==> config.mk <==
export PLATFORM = sky130hd
export DESIGN_NAME = mc_sequencer
export DESIGN_NICKNAME = d
export VERILOG_FILES = /design/src/rtl/mc_pkg.sv /design/src/rtl/mc_pc_unit.sv /design/src/rtl/mc_sequencer.sv
export SDC_FILE = /design/constraint.sdc
export NUM_CORES = 1
export LEC_CHECK = 0
export ABC_AREA = 1
export BUFFER_PORTS_ARGS = -buffer_cell sky130_fd_sc_hd__buf_4
export CORE_UTILIZATION = 40
export DETAILED_ROUTE_END_ITERATION = 8
export GPL_TIMING_DRIVEN = 0
export SLEW_MARGIN = 40
export SYNTH_ARGS = -nofsm -noshare
export SYNTH_HDL_FRONTEND = slang
export SYNTH_HIERARCHICAL = 1
export SYNTH_SLANG_ARGS = --single-unit
==> constraint.sdc <==
create_clock -name clk -period 2.5 [get_ports clk]
set_input_delay 0.125 -clock clk [delete_from_list [all_inputs] [get_ports clk]]
set_output_delay 0.125 -clock clk [all_outputs]
set_load 0.02 [all_outputs]
==> src/rtl/mc_pkg.sv <==
// mc_pkg: sequencer state codes, opcodes, IR field positions and immediate sign-extension helpers
package mc_pkg;
  typedef enum logic [2:0] {
    S_IDLE   = 3'd0,
    S_FETCH  = 3'd1,
    S_DECODE = 3'd2,
    S_EXEC   = 3'd3,
    S_MEM    = 3'd4,
    S_WB     = 3'd5
  } state_t;
  localparam logic [1:0] OP_ADD = 2'd0;
  localparam logic [1:0] OP_LW  = 2'd1;
  localparam logic [1:0] OP_SW  = 2'd2;
  localparam logic [1:0] OP_JMP = 2'd3;
  localparam int OP_LSB = 6;
  localparam int RS_LSB = 4;
  localparam int RT_LSB = 2;
  localparam int RD_LSB = 0;
  function automatic logic [7:0] sext2(input logic [1:0] v);
    return {{6{v[1]}}, v};
  endfunction
  function automatic logic [7:0] sext6(input logic [5:0] v);
    return {{2{v[5]}}, v};
  endfunction
endpackage

==> src/rtl/mc_pc_unit.sv <==
// mc_pc_unit: PC register with increment, relative jump and RESET_PC load (in: clk Reset inc jmp off; out: pc)
module mc_pc_unit
  import mc_pkg::*;
#(
  parameter int PC_WIDTH = 8,
  parameter logic [PC_WIDTH-1:0] RESET_PC = '0
) (
  input  logic                clk,
  input  logic                Reset,
  input  logic                inc,
  input  logic                jmp,
  input  logic [5:0]          off,
  output logic [PC_WIDTH-1:0] pc
);
  logic [PC_WIDTH-1:0] pc1;
  assign pc1 = pc + PC_WIDTH'(1);
  always_ff @(posedge clk or posedge Reset)
    if (Reset) pc <= RESET_PC;
    else if (jmp) pc <= pc1 + PC_WIDTH'($signed(sext6(off)));
    else if (inc) pc <= pc1;
endmodule

==> src/rtl/mc_sequencer.sv <==
// mc_sequencer: multi-cycle FETCH/DECODE/EXEC/MEM/WB control (in: clk Reset Instruction imem_ready dmem_ready run step; out: ReadAddress imem_req ir fields imm_ext strobes state retired)
module mc_sequencer
  import mc_pkg::*;
#(
  parameter int PC_WIDTH = 8,
  parameter logic [PC_WIDTH-1:0] RESET_PC = '0,
  parameter int CNT_WIDTH = 16
) (
  input  logic                 clk,
  input  logic                 Reset,
  input  logic [7:0]           Instruction,
  input  logic                 imem_ready,
  input  logic                 dmem_ready,
  input  logic                 run,
  input  logic                 step,
  output logic [PC_WIDTH-1:0]  ReadAddress,
  output logic                 imem_req,
  output logic [7:0]           ir,
  output logic [1:0]           rs_addr,
  output logic [1:0]           rt_addr,
  output logic [1:0]           rd_addr,
  output logic [7:0]           imm_ext,
  output logic                 alu_en,
  output logic                 mem_read,
  output logic                 mem_write,
  output logic                 reg_write,
  output logic                 mem_to_reg,
  output logic [2:0]           state,
  output logic [CNT_WIDTH-1:0] retired
);
  state_t st, nx;
  logic step_q, go, retire;
  logic [1:0] op;
  assign op = ir[OP_LSB +: 2];
  assign go = run | (step & ~step_q);
  assign rs_addr = ir[RS_LSB +: 2];
  assign rt_addr = ir[RT_LSB +: 2];
  assign rd_addr = ir[RD_LSB +: 2];
  assign imm_ext = sext2(ir[RD_LSB +: 2]);
  assign state = st;
  assign imem_req = st == S_FETCH;
  assign alu_en = st == S_EXEC;
  assign mem_read = st == S_MEM && op == OP_LW;
  assign mem_write = st == S_MEM && op == OP_SW;
  assign reg_write = st == S_WB;
  assign mem_to_reg = st == S_WB && op == OP_LW;
  assign retire = (st == S_DECODE && op == OP_JMP) || (st == S_MEM && dmem_ready && op == OP_SW) || st == S_WB;
  always_comb begin
    nx = S_IDLE;
    case (st)
      S_IDLE:   nx = go ? S_FETCH : S_IDLE;
      S_FETCH:  nx = imem_ready ? S_DECODE : S_FETCH;
      S_DECODE: nx = S_EXEC;
      S_EXEC:   nx = op == OP_ADD ? S_WB : S_MEM;
      S_MEM:    nx = dmem_ready ? S_WB : S_MEM;
      default:  nx = S_IDLE;
    endcase
    if (retire) nx = run ? S_FETCH : S_IDLE;
  end
  always_ff @(posedge clk or posedge Reset)
    if (Reset) begin
      st <= S_IDLE;
      ir <= '0;
      retired <= '0;
      step_q <= 1'b0;
    end else begin
      st <= nx;
      step_q <= step;
      if (st == S_FETCH && imem_ready) ir <= Instruction;
      if (retire) retired <= retired + CNT_WIDTH'(1);
    end
  mc_pc_unit #(.PC_WIDTH(PC_WIDTH), .RESET_PC(RESET_PC)) u_pc (
    .clk(clk),
    .Reset(Reset),
    .inc(retire && op != OP_JMP),
    .jmp(retire && op == OP_JMP),
    .off(ir[5:0]),
    .pc(ReadAddress)
  );
endmodule

# Word-level counts from Yosys, hierarchy flattened
# Index checks and enable logic that the tools add are counted.
[word_totals]
mem_bits_ro = 0
elab_cells = 43
ramBits = 0
latch_bits = 0
out_inout_bits = 55
memories = 0
regBits = 36
in_bits = 14
[op_classes]
mul = 0
div_mod_pow = 0
n_mux = 9
bitwise_logic = 3
add_sub_neg = 3
reduce_logical = 14
order_cmp = 0
n_shift = 0
eq_ne = 9
[ops]
columns = ["cell", "count"]
rows = [
  ["$add A16 B1 Y16 const B", 1],
  ["$mux W8", 2],
  ["$pmux W3 S5", 1],
  ["$logic_and A1 B1 Y1", 9],
  ["$add A8 B1 Y8 const B", 1],
  ["$add A8 B8 Y8", 1],
  ["$eq A3 B2 Y1 const B", 2],
  ["$eq A3 B3 Y1 const B", 2],
  ["$eq A2 B2 Y1 const B", 2],
  ["$mux W1", 4],
  ["$eq A3 B1 Y1 const B", 1],
  ["$logic_not A3 Y1", 1],
  ["$mux W3", 1],
  ["$eq A2 B1 Y1 const B", 1],
  ["$logic_not A2 Y1", 1],
  ["$logic_or A1 B1 Y1", 2],
  ["$mux W2", 1],
  ["$ne A2 B2 Y1 const B", 1],
  ["$reduce_bool A2 Y1", 1],
  ["$and A1 B1 Y1", 1],
  ["$not A1 Y1", 1],
  ["$or A1 B1 Y1", 1],
]

# Depth between registers and ports, before layout
[depth]
word_depth = 8
depth_mapped = 16
depth_no_buf = 16

# Hierarchy
# The synthesis kept the hierarchy.
[modules_own_cells]
columns = ["mod", "cells_each", "seq_area_each_um2", "area_each_um2", "instances"]
rows = [
  ["mc_sequencer", 232, 700.7, 1676.6, 1],
  ["mc_pc_unit", 123, 200.2, 827.0, 1],
]

# Least setup slack after synthesis
# Ideal clock, no wire load.
[synth_path]
kind = "reg-to-reg"
from = "register u_pc.pc[1]"
to = "register u_pc.pc[7]"
n_path_buf = 0
stages_incl_launch_ff = 16
period_less_slack_ns = 2.188
arrival_time_ns = 2.070
slack_ns = 0.312
setup_ns = 0.118
cell_sequence = "dfrtp_1 ha_1 nand2_1 nor2_2 nand2_1 xor2_1 inv_1 ha_1 nand2_1 inv_1 a21oi_1 nand2_1 nand2_1 nand4_1 nand3_1 nand2_1"
[synth_between]
elab_chain_len = 3
elab_cells_between_ends = 4
cone_classes = "2 x add/sub; 2 x mux"
[synth_lines]
columns = ["element", "line_no", "rtl"]
rows = [
  ["start: declaration", "mc_pc_unit.sv:13", "output logic [PC_WIDTH-1:0] pc"],
  ["start signal: assignment", "mc_pc_unit.sv:19", "else if (jmp) pc <= pc1 + PC_WIDTH'($signed(sext6(off)));"],
  ["start signal: assignment", "mc_pc_unit.sv:20", "else if (inc) pc <= pc1;"],
  ["$add A8 B1 Y8 (*)", "mc_pc_unit.sv:16", "assign pc1 = pc + PC_WIDTH'(1);"],
  ["$add A8 B8 Y8 / $mux W8 (equally long branches)", "mc_pc_unit.sv:19, mc_pc_unit.sv:20", ""],
  ["$mux W8 (*)", "mc_pc_unit.sv:19", ""],
]
# Mark *: on every way between the ends. The rest lies on a longest branch, timed or not. The select of a mux whose other input is x is not followed.
# A chain may end at the register's enable or synchronous reset.

# Final worst setup path
# Ends and elaborated chain as after synthesis.

==> flow_summary_export.csv <==
group,metric,value,unit
outcome,status,"finished, final reports clean",
timing,fmax,0.4462,GHz
global_route,grt_pass1_vias,2092,
synthesis,avgSynthCellArea,7.053,sq um
clocking,cts_buffers,5,
pwr,power_density,1200,nW/um^2
critical_path,critical_path.startpoint_type,"flop",
clocking,cts.sinks,36,
timing,finalCritPeriodShare,89.64,%
synthesis,netlist_area,2504,sq um
pwr,share_comb_of_total_power,62.0,%
routing,vias,2408,
critical_path,crit_path_start,"u_pc/pc[1]",
routing,totalWireLength,6230,um
timing,tightest_slew,0.6125,ns
synthesis,yosysMostFrequentCell,"nand2_1",
layout,antennaDiodeCount,0,
synthesis,synth_fp_nets,380,
pwr,max-vdd-ir-drop,0.5420,mV
routing,firstDrtPassIters,4,
critical_path,crit_path_frequent_cell,"nand2_1",
clocking,cts_resized,0,
critical_path,worstSetupPathType,"flop to flop",
pwr,power.share.switching,48.21,%
min_path,hp-class,"input pin to flop",
synthesis,ys_types,34,
clocking,ctsHtreeMaxLevel,2,
timing,hold_violations,0,
critical_path,r2r_slack,0.26,ns
critical_path,max_stage_delay,0.40,ns
timing,finClkSkew,0.01087,ns
placement,port-buffer-count,67,
synthesis,syn_inst,355,
synthesis,yosys.area.top_type,"dfrtp_1",
critical_path,critical_path.slowest_cell,"dfrtp_1",
global_route,grt_max_degree,29,
synthesis,ys_top_cells_by_count,"118 x nand2_1, 43 x inv_1, 36 x dfrtp_1",
synthesis,ys_warn_count,6,
critical_path,end_kind,"flop",
pwr,p_seq_share,26.2,%
critical_path,r2r_start,"u_pc/pc[1]",
global_route,grt.overflow.total,0,
global_route,grt_pass1_wl,10270,um
synthesis,synth_edf_count,0,
global_route,grt_use_total,20.92,%
die,ios,69,
layout,drive_above_1_share,24.94,%
die,die_h,81.12,um
pwr,switchingPower,1862,uW
routing,drt_iter0_drc,95,
synthesis,synth_flop_cell,"dfrtp_1",
routing,ant_nets,0,
die,dieWidth,81.12,um
timing,hold_slack,0.04457,ns
synthesis,yosysTopAreaCellShare,35.98,%
routing,routedWlPerCell,12.26,um
synthesis,ys_seq_area_share,35.98,%
clocking,clk_latency,0.30,ns
timing,slew_headroom,59.10,%
timing,timing.final.crit_period,2.241,ns
critical_path,crit_arrival,2.44,ns
timing,report.final.slew_viol_count,0,
global_route,antenna_found_initial,0,
clocking,cts_tree,"built",
timing,setup_viol,0,
die,die-area,6580,sq um
pwr,finalPower,3863,uW
placement,dp_slack,0.2610,ns
synthesis,synth-seq-cells,36,
pwr,power.static_leakage,0.001731,uW
routing,viasPerCell,4.740,
routing,drc,0,
critical_path,critPathRequiredTime,2.70,ns
layout,fillers,603,
timing,fin_ws,0.2591,ns
layout,layout.nets,457,
timing,setup_tns,0,ns
critical_path,crit_fanout,4,
timing,rsz0062_at_grt,"false",
layout,area_delta_synth_final,28.64,%
critical_path,path_cells,"ha_1 -> nand2_1 -> nor2_2 -> nand2_1 -> xor2_1 -> inv_1 -> ha_1 -> nand2_1 -> inv_1 -> a21oi_1 -> nand3_1 -> nand3_1 -> nand2_1 -> nand3_1 -> nand2_1",
critical_path,path_buf_inv,2,
clocking,cts_root_buf,"clkbuf_8",
synthesis,synthArstFlopShare,100.0,%
die,start_util,41.79,%
run,maxCapViolCount,0,
clocking,clk_pin_slew,0.08,ns
clocking,clk_path_buf_depth,2,
placement,hpwl,4767,um
die,rows,28,
pwr,power.internal,2001,uW
placement,gp_congestion,0.8137,
die,core,5991,sq um
min_path,min-delay-start,"run",
synthesis,ys_top_cells_by_area,"dfrtp_1 36%, nand2_1 18%, inv_1 6.4%",
pwr,clockPowerShare,11.8,%
critical_path,critPathTopFamily,"simple AND/OR/NAND/NOR gates",
## registers in the layout, summed over array words and instances (netlist names)
register  count
retired      16
ir            8
u_pc/pc       8
state         3
step_q        1
## what timing repair did
item	CTS	global route
hold endpoints to repair	37	0
hold buffers	2	0
endpoints found under the setup margin	0	1
setup buffers	0	1
## worst paths after layout
check / endpoint / cells after the start
max in group asynchronous: retired[13] / 3
min: state[0] / 3
max reg2reg: u_pc/pc[7] / 15
max: u_pc/pc[7] / 15
min in group asynchronous: u_pc/pc[4] / 3
min reg2reg: u_pc/pc[7] / 2
## tightest hold or removal path, stage by stage
cell	delay, ns
buf_4	0.08
nand2_1	0.04
nand2_1	0.05
## placed cells by master, fill, tap and decap left out
master	synthesis	layout
nor2_2	5	5
dlygate4sd3_1	0	2
buf_2	1	1
nand3b_1	4	4
o21ai_1	12	12
a21o_1	1	1
a21oi_1	11	11
xnor2_1	2	2
o21ai_0	8	8
clkinv_1	1	1
ha_1	10	10
o22ai_1	1	1
and2_4	1	1
clkbuf_8	0	6
fa_1	1	1
dfrtp_1	36	36
buf_4	14	82
nand2_1	118	118
o21bai_1	1	1
nand2_2	1	1
nor2_1	31	31
inv_1	43	42
clkinv_2	0	2
xor2_1	10	10
nor3_4	1	1
nor3_1	2	2
buf_6	2	2
inv_2	3	4
clkbuf_1	1	1
nand4_1	5	5
nand3_2	2	2
o211ai_1	1	1
nand2_4	1	1
nand3_1	22	22
o221ai_1	1	1
and3_1	1	1
or2_1	1	1
## per-layer routing
| metal | global-route usage, % | up-vias | wire (um) |
|---|---|---|---|
| met2 | 31.43 | 75 | 2716 |
| met5 | 0 | - | 0 |
| li1 | - | 1253 | - |
| met3 | 3.708 | 5 | 330 |
| met1 | 30.13 | 1075 | 3106 |
| met4 | 6.964 | 0 | 76 |
## through the flow
step	area [sq um]	instances	utilization (%)
floorplan	2504	355	-
detailed placement	3100	497	51.75
global placement	3100	497	51.75
finish	3221	508	53.76
global route	3221	508	53.76
CTS	3213	507	53.63
## cell type report
cell class                      count  area [sq um]  share of cell area (%)
Multi-Input combinational cell    254          1290                   40.05
Sequential cell                    36         900.9                   27.97
Timing Repair Buffer               70         530.5                   16.47
Inverter                           47         176.4                   5.478
Buffer                             18         136.4                   4.235
Tap cell                           75         93.84                   2.914
Clock buffer                        6         82.58                   2.564
Clock inverter                      2         10.01                  0.3108
## power groups by stage
stage                     sequential (uW)  combinational [uW]  clock, uW
after floorplan                      1180                1450          0
after global placement               1030                2340          0
after detailed placement             1030                2380          0
after CTS                            1020                2390        461
after global routing                 1060                2670        491
final                                1010                2400        456
## kinds of logic (layout without fill, tap and decap cells)
family | count (synthesis) | in the layout | synth area share [%]
DFF | 36 | 36 | 35.98
AOI/OAI and AO/OA | 36 | 36 | 7.697
and+or+nand+nor | 195 | 195 | 33.83
buffers and inverters | 65 | 143 | 12.49
adders and majority gates | 11 | 11 | 5.797
xor gates and xnor gates | 12 | 12 | 4.198
No activity file was read; power rests on OpenSTA's default activity.
